[src/rtl/fft8_input_reorder.sv]
// Input stage of the 8-point FFT: collects one complex sample per cycle into
// bit-reversed slots and presents the whole frame in parallel to the first butterfly rank.
module fft8_input_reorder #(
  parameter int DW = 32,
  parameter int N  = 8
) (
  input  logic            clk,
  input  logic            rst,
  input  logic            in_valid,
  output logic            in_ready,
  input  logic            in_first,
  input  logic [DW-1:0]   in_real,
  input  logic [DW-1:0]   in_imag,
  output logic            out_valid,
  input  logic            out_ready,
  output logic [N*DW-1:0] out_real,
  output logic [N*DW-1:0] out_imag,
  output logic            sync_err
);

  generate
    if (N != 8) begin : gBadN
      $error("fft8_input_reorder supports only N == 8");
    end
  endgenerate

  typedef enum logic {FILL, FULL} state_t;

  state_t        r_state;
  state_t        w_stateNext;
  logic [2:0]    r_wrCnt;
  logic          r_syncErr;
  logic [DW-1:0] r_bufReal [N];
  logic [DW-1:0] r_bufImag [N];

  logic          w_accept;
  logic [2:0]    w_idx;
  logic [2:0]    w_slot;

  assign in_ready  = (r_state == FILL);
  assign out_valid = (r_state == FULL);
  assign sync_err  = r_syncErr;

  assign w_accept = in_valid && in_ready;
  // A flagged first sample always restarts the frame at index 0, abandoning any partial fill.
  assign w_idx    = in_first ? 3'd0 : r_wrCnt;
  assign w_slot   = {w_idx[0], w_idx[1], w_idx[2]};

  always_comb begin
    w_stateNext = r_state;
    case (r_state)
      FILL: if (w_accept && (w_idx == 3'd7)) w_stateNext = FULL;
      FULL: if (out_ready) w_stateNext = FILL;
      default: w_stateNext = FILL;
    endcase
  end

  always_ff @(posedge clk) begin
    if (rst) begin
      r_state   <= FILL;
      r_wrCnt   <= 3'd0;
      r_syncErr <= 1'b0;
      for (int k = 0; k < N; k++) begin
        r_bufReal[k] <= '0;
        r_bufImag[k] <= '0;
      end
    end else begin
      r_state   <= w_stateNext;
      r_syncErr <= w_accept && in_first && (r_wrCnt != 3'd0);
      if (w_accept) begin
        r_bufReal[w_slot] <= in_real;
        r_bufImag[w_slot] <= in_imag;
        r_wrCnt           <= w_idx + 3'd1;
      end
    end
  end

  generate
    for (genvar k = 0; k < N; k++) begin : gPack
      assign out_real[DW*k +: DW] = r_bufReal[k];
      assign out_imag[DW*k +: DW] = r_bufImag[k];
    end
  endgenerate

endmodule

[config.mk]
export PLATFORM = sky130hd
export DESIGN_NAME = fft8_input_reorder
export DESIGN_NICKNAME = d
export VERILOG_FILES = /design/src/rtl/fft8_input_reorder.sv
export SDC_FILE = /design/constraint.sdc
export NUM_CORES = 1
export LEC_CHECK = 0
export CAP_MARGIN = 20
export CELL_PAD_IN_SITES_DETAIL_PLACEMENT = 1
export CELL_PAD_IN_SITES_GLOBAL_PLACEMENT = 1
export CORE_AREA = 2 2 200 280
export CTS_CLUSTER_SIZE = 10
export DETAILED_ROUTE_END_ITERATION = 6
export DIE_AREA = 0 0 202 282
export PLACE_DENSITY = 0.78
export SETUP_SLACK_MARGIN = 0.15
export SLEW_MARGIN = 20
export SYNTH_ARGS = -nofsm -noshare
export SYNTH_HDL_FRONTEND = slang
export SYNTH_SLANG_ARGS = --single-unit
[constraint.sdc]
create_clock -name clk -period 4.6 [get_ports clk]
set_input_delay 0.92 -clock clk [delete_from_list [all_inputs] [get_ports clk]]
set_output_delay 0.92 -clock clk [all_outputs]
set_load 0.02 [all_outputs]
After elaboration in Yosys (flattened, before gate mapping)
Memory sizes are Yosys's and may differ from the RTL's. Index checks and enable logic that the tools add are counted.

Add/subtract/negate cells: 1. $mul: 0. Divide/modulo/power cells: 0. Order comparisons: 0. Equality and inequality tests: 1. Shift-type cells: 0. Multiplexer cells: 15. Bitwise operators: 1. Reduce and logical (&&, ||, !) cells: 7.

Operators with widths (number): $mux 32 (2); $reduce_or 32->1 (2); $mux 1 (9); $mux 3 (3); $logic_and 1x1->1 (4); $add 3x1->3 const B (1); $eq 3x3->1 const B (1); $reduce_bool 3->1 (1); $pmux 1 s2 (1); $not 1->1 (1).

Register bits after elaboration: 5. Latch bits: 0. Bits in writable memories: 512. ROM bits: 0. Input bits: 69. Output and inout bits: 515. Logic and storage cells: 30. Memories: 2.

Memories: r_bufImag (words 8, bits a word 32, read ports 8, clocked after Yosys merged registers in 0, wr ports 8, RTL line 34) `logic [DW-1:0] r_bufImag [N];`; r_bufReal (words 8, bits a word 32, read ports 8, clocked after Yosys merged registers in 0, wr ports 8, RTL line 33) `logic [DW-1:0] r_bufReal [N];`.

Longest topological paths before layout
Gate-level depths: netlist of the first run.

Depth after elaboration: 7. Gate-level depth with buffers: 6. Gate-level depth less buffers: 5.

Least setup slack after synthesis of the first run
Ideal clock, no wire load.

Path kind: input-to-reg. From: input in_first. To: memory r_bufImag[7][0], enable pin. Setup time: 0.432 ns. Data arrival time: 3.094 ns. Required time: 4.168 ns. Path slack: 1.073 ns. Cell stages on the path: 6. Buffers on the path: 1. Cells stage by stage: inv_1 > and3_1 > ha_1 > clkbuf_1 > nand2_1 > nand2b_1.

RTL lines: start: declaration (RTL line 11) `input logic in_first,`; end: declaration (RTL line 34).

==> metrics.yaml, run 1 <==
area_delta_synth_final_pct: 42.4
gp_congestion: 0.763
top_layer_used: "met4"
cts.path.max_buffers: 3
clock_latency_ps: 610
drc: 0
finalCritPeriodShare_pct: 68.4
grt_max_degree: 74
mostFrequentLayoutCells: "clkdlybuf4s50_1, edfxtp_1, and2_1, and3_1, clkbuf_16"
fin_crit_ps: 3150
wl_met3_um: 5340
grt_usage_pct: 22.7
cp.required_ps: 4850
via_per_inst: 4.91
wl_met2_um: 35400
coreArea_um2: 54200
cts_tree: "done"
wl_met1_um: 23000
fmax_ghz: 0.318
p_total_mw: 10.4
syn_avg_cell_area_um2: 17.0
powerDensity_nw_per_um2: 378
wl_um: 66700
drv_slew: 0
worstSetupPathType: "in -> reg"
start_util_pct: 35.7
cts-buffers-inserted: 57
synth-edff-count: 512
grt_pass1_vias: 13200
path_clk_slew_ps: 60
cts_resized: 0
cp.arrival_ps: 3400
fin_nets: 1805
h-tree-depth: 2
fin_setup_tns_ps: 0
vias: 12100
syn_inst: 1143
die_y_um: 282
peakVddDrop_mv: 0.303
finClkSkew_ps: 15.1
die_x_um: 202
async_flop_share_pct: 0
max_slew_margin_pct: 27.2
status: "finished, final reports clean"
end_kind: "flip-flop"
cts_hold_buf: 0
post_cts_buffers: 0
cts_sinks: 517
setup_viol: 0
dieArea_um2: 57000
antenna_found_initial: 2
ys_types: 34
grt_overflow_total: 0
ys_ff_latch: 517
postRouteAntennaNets: 0
synth_nets: 1214
wire_per_inst_um: 27.0
num_io_pins: 584
cp-start-kind: "input pin"
rsz0062_at_grt: "false"
crit_path_max_fanout: 42
hp-class: "reg -> reg"
ys.flop_type: "edfxtp_1"
post-dp-hpwl_um: 44000
power_leakage_nw: 10.5
final_common_cell: "clkdlybuf4s50_1"
cts-root-buf: "clkbuf_16"
first_pass_iters: 4
grt_pass1_wl_um: 93700
syn_area_um2: 19400
worst_pin_slew_ps: 1090
seq_area_frac_synth_pct: 79.9
initialDrtViolationCount: 600
fin_util_pct: 50.9
ys_warn_count: 0
maxCapViolCount: 0
port_buffers: 583
num_rows: 101
hold_viol_final: 0
layout-drive-gt1-share_pct: 7.56
==> cell families after synthesis <==
family | after synthesis | share of synthesized area [%]
fa+ha+maj | 2 | 0.129
buf+inv | 74 | 1.87
compound gates | 8 | 0.258
simple gates | 542 | 17.9
flops | 517 | 79.9
==> path summary, 6_finish.rpt <==
| check | from | to | slack [ps] | depth (start not counted) |
|---|---|---|---|---|
| max | rst | r_bufImag[5][20] | 1450 | 5 |
| min | out_valid | out_valid | 630 | 2 |
| max reg2reg | out_valid | r_bufImag[5][20] | 2180 | 4 |
| min reg2reg | out_valid | out_valid | 630 | 2 |
==> cell type report <==
type	instances	area [um^2]
Fill cell	5188	26600
Sequential cell	517	15500
Timing Repair Buffer	603	6090
Multi-Input combinational cell	552	3610
Clock buffer	69	1490
Tap cell	721	902
Clock inverter	1	16.3
Inverter	3	11.3
Antenna cell	2	5.00
==> sequential cells by signal, indices dropped and copies added, names as in the netlist <==
signal     cells
r_bufImag    256
r_wrCnt        3
out_valid      1
sync_err       1
r_bufReal    256
==> critical path, cell delays in order <==
cell	delay, ps
clkdlybuf4s50_1	720
or4b_4	700
nor3_4	200
or2_4	420
buf_12	290
==> synthesized netlist by cell type (3+ instances only) <==
| library cell | number | area [um^2] |
|---|---|---|
| and2_2 | 34 | 255 |
| dfxtp_1 | 5 | 100 |
| nand2_1 | 4 | 15.0 |
| and3_1 | 129 | 807 |
| edfxtp_1 | 512 | 15400 |
| buf_8 | 5 | 75.1 |
| and2_1 | 350 | 2190 |
| clkbuf_2 | 12 | 60.1 |
| nor2_1 | 5 | 18.8 |
| or2_2 | 5 | 31.3 |
| clkbuf_1 | 51 | 191 |
| nand2b_1 | 3 | 18.8 |
| inv_1 | 3 | 11.3 |
==> layer usage <==
layer | GRT usage [%] | vias up
met1 | 24.0 | 6197
met2 | 41.5 | 550
li1 | - | 5240
met5 | 0 | -
met3 | 6.56 | 142
met4 | 10.7 | 0
==> metrics by stage <==
step / worst slack [ps] / hold WS (ps) / std cells / cell area [um^2]
floorplan: 1070 / 563 / 1143 / 19400
global placement: 931 / 594 / 2395 / 26100
detailed placement: 843 / 623 / 2395 / 26100
CTS: 1470 / 640 / 2465 / 27600
global route: 1350 / 677 / 2466 / 27600
finish: 1450 / 632 / 2468 / 27600
==> power by group <==
group | switching, mW | total (mW) | internal (mW)
Clock | 1.74 | 3.97 | 2.23
Sequential | 0.0655 | 5.44 | 5.37
Combinational | 0.630 | 1.04 | 0.409
Total | 2.43 | 10.4 | 8.01
Note: power is estimated with default switching activity, not from simulation.
==> run 2, diff against run 1 <==
--- a/config.mk
+++ b/config.mk
@@ -8,11 +8,11 @@
 export CAP_MARGIN = 20
 export CELL_PAD_IN_SITES_DETAIL_PLACEMENT = 1
 export CELL_PAD_IN_SITES_GLOBAL_PLACEMENT = 1
-export CORE_AREA = 2 2 200 280
+export CORE_AREA = 2 2 202 284
 export CTS_CLUSTER_SIZE = 10
 export DETAILED_ROUTE_END_ITERATION = 6
-export DIE_AREA = 0 0 202 282
-export PLACE_DENSITY = 0.78
+export DIE_AREA = 0 0 204 286
+export PLACE_DENSITY = 0.79
 export SETUP_SLACK_MARGIN = 0.15
 export SLEW_MARGIN = 20
 export SYNTH_ARGS = -nofsm -noshare
==> constraint.sdc (replaced) <==
create_clock -name clk -period 2.8 [get_ports clk]
set_input_delay 0.56 -clock clk [delete_from_list [all_inputs] [get_ports clk]]
set_output_delay 0.56 -clock clk [all_outputs]
set_load 0.02 [all_outputs]
==> metrics.yaml, run 2 (synthesis results as in run 1) <==
status: "finished, final reports clean"  # unchanged
switching_share_pct: 23.2  # was 23.3%
powerDensity_nw_per_um2: 623  # was 378 nW/um^2
top_regs: "r_bufImag (256), r_bufReal (256), r_wrCnt (3)"  # unchanged
path_buf_inv: 1  # was 2
hp-class: "in -> reg"  # was reg -> reg
crit_path_max_fanout: 6  # was 42
holdCritStartpoint: "out_ready"  # was out_valid
cts-buffers-inserted: 58  # was 57
fin_nets: 1822  # was 1805
mostFrequentLayoutCells: "clkdlybuf4s50_1, edfxtp_1, and2_1, and3_1, clkbuf_16"  # unchanged
grt_overflow_total: 0  # unchanged
finClkSkew_ps: 16.8  # was 15.1 ps
cts_resized: 0  # unchanged
cp.required_ps: 2240  # was 4850 ps
h-tree-depth: 2  # unchanged
cts_tree: "done"  # unchanged
dieArea_um2: 58300  # was 57000 um^2
whs_path_depth: 2  # unchanged
cts-root-buf: "clkbuf_16"  # unchanged
seqPwrFrac_pct: 51.3  # was 52.1%
cpMaxStageDelayCell: "clkdlybuf4s50_1"  # unchanged
power_leakage_nw: 10.7  # was 10.5 nW
fmax_ghz: 0.431
fin_setup_tns_ps: 0  # unchanged
grt_pass1_wl_um: 94900  # was 93700 um
port_buffers: 583  # unchanged
layout-drive-gt1-share_pct: 8.61  # was 7.56%
peakVddDrop_mv: 0.462  # was 0.303 mV
finalCritPeriodShare_pct: 82.9
post_cts_buffers: 0  # unchanged
power.net_switching_mw: 4.03  # was 2.43 mW
die_y_um: 286  # was 282 um
setup_viol: 0  # unchanged
coreArea_um2: 55900  # was 54200 um^2
maxCapViolCount: 0  # unchanged
post-dp-hpwl_um: 45500  # was 44000 um
final_area_um2: 27900  # was 27600 um^2
grt_max_degree: 74  # unchanged
place_area_um2: 26400  # was 26100 um^2
first_pass_iters: 5  # was 4
cts.path.max_buffers: 3  # unchanged
hold_viol_final: 0  # unchanged
cts_sinks: 517  # unchanged
r2r_cells: 4  # unchanged
wl_um: 66900  # was 66700 um
worstHoldEndpoint: "out_valid"  # unchanged
multiInputGateArea_um2: 3610  # unchanged
drc: 0  # unchanged
path_clk_slew_ps: 60  # about the same
worst_pin_slew_ps: 729  # was 1090 ps
area_delta_synth_final_pct: 44.2  # was 42.4%
max_stage_delay_ps: 670  # was 720 ps
worstSetupPathType: "reg -> out"  # was in -> reg
combPwrFrac_pct: 10.0  # about the same
max_slew_margin_pct: 51.4  # was 27.2%
cp-start-kind: "flip-flop"  # was input pin
p_clk_share_pct: 38.6  # was 38.0%
worstReg2RegEnd: "r_bufImag[2][29]"  # was r_bufImag[5][20]
cts_hold_buf: 0  # unchanged
nFillCells: 5439  # was 5188
critPathTopFamily: "buffers and inverters"  # was simple AND/OR/NAND/NOR gates
clock_latency_ps: 600  # was 610 ps
antenna_found_initial: 0  # was 2
r2r_start: "out_valid"  # unchanged
drv_slew: 0  # unchanged
postRouteAntennaNets: 0  # unchanged
ff_latch_area_um2: 15500  # unchanged
fin_util_pct: 49.9  # was 50.9%
num_rows: 103  # was 101
cp.arrival_ps: 1760  # was 3400 ps
gp_congestion: 0.796  # was 0.763
rsz0062_at_grt: "false"  # unchanged
vias: 12200  # was 12100
grt_pass1_vias: 13400  # was 13200
via_per_inst: 4.89  # was 4.91
rrSetupSlack_ps: 600  # was 2180 ps
initialDrtViolationCount: 581  # was 600
fin_crit_ps: 2320
wire_per_inst_um: 26.8  # was 27.0 um
worstPathCellList: "clkdlybuf4s50_1"  # was clkdlybuf4s50_1, or4b_4, nor3_4, or2_4, buf_12
grt_usage_pct: 22.6  # was 22.7%
final_common_cell: "clkdlybuf4s50_1"  # unchanged
n_antenna_cell: 0  # was 2
end_kind: "primary output"  # was flip-flop
start_util_pct: 34.6  # was 35.7%
die_x_um: 204  # was 202 um
p_int_mw: 13.4  # was 8.01 mW
num_io_pins: 584  # unchanged
run 2: cell types whose count changed in the layout (fill, tap and decap cells not counted):
cell       change
clkinv_8       -1
clkbuf_16      +1
diode_2        -2
inv_6          +1
buf_4          +5
bufinv_16      +1
buf_12        +11
clkinv_2       +1
inv_16         +1
run 2: how the worst max path moves through the flow:
stage | startpoint | to | slack [ps] | depth (start not counted)
floorplan | in_first | r_bufImag[2][0] | 250 | 4
global placement | in_first | r_bufImag[2][9] | -10 | 5
detailed placement | in_first | r_bufImag[2][10] | -4 | 5
CTS | out_valid | out_valid | 450 | 1
global route | out_valid | in_ready | 410 | 2
finish | out_valid | out_valid | 480 | 1
run 2: metrics by stage:
step	total power, mW	std cells	worst slack, ps	hold slack [ps]
after CTS	17.5	2500	447	495
after floorplan	9.71	1143	247	563
after detailed placement	10.8	2426	-3.66	623
after global placement	10.8	2426	-10.6	601
after global routing	17.9	2500	410	527
final	17.4	2500	479	531
run 2: final cells by class:
cell class                 count  share of cell area [%]
timing repair buffer         619                    22.7
multi-input combinational    552                    12.9
clock buffer                  70                    5.43
clock inverter                 4                   0.228
tap                          735                    3.29
sequential                   517                    55.4
inverter                       3                  0.0403
run 2: power by group through the flow:
stage                     clock, mW  combinational [mW]  sequential (mW)
after floorplan                   0               0.206             9.50
after global placement            0                1.73             9.07
after detailed placement          0                1.76             9.09
after CTS                      6.84                1.77             8.94
after global routing           7.09                1.81             8.96
final                          6.72                1.75             8.93
run 2: layer usage:
| metal | up-vias | wire (um) | track usage, % |
|---|---|---|---|
| li1 | 5282 | - | - |
| met1 | 6232 | 22800 | 23.4 |
| met2 | 556 | 36100 | 42.4 |
| met3 | 148 | 4960 | 5.80 |
| met4 | 0 | 3000 | 10.2 |
| met5 | - | 0 | 0 |
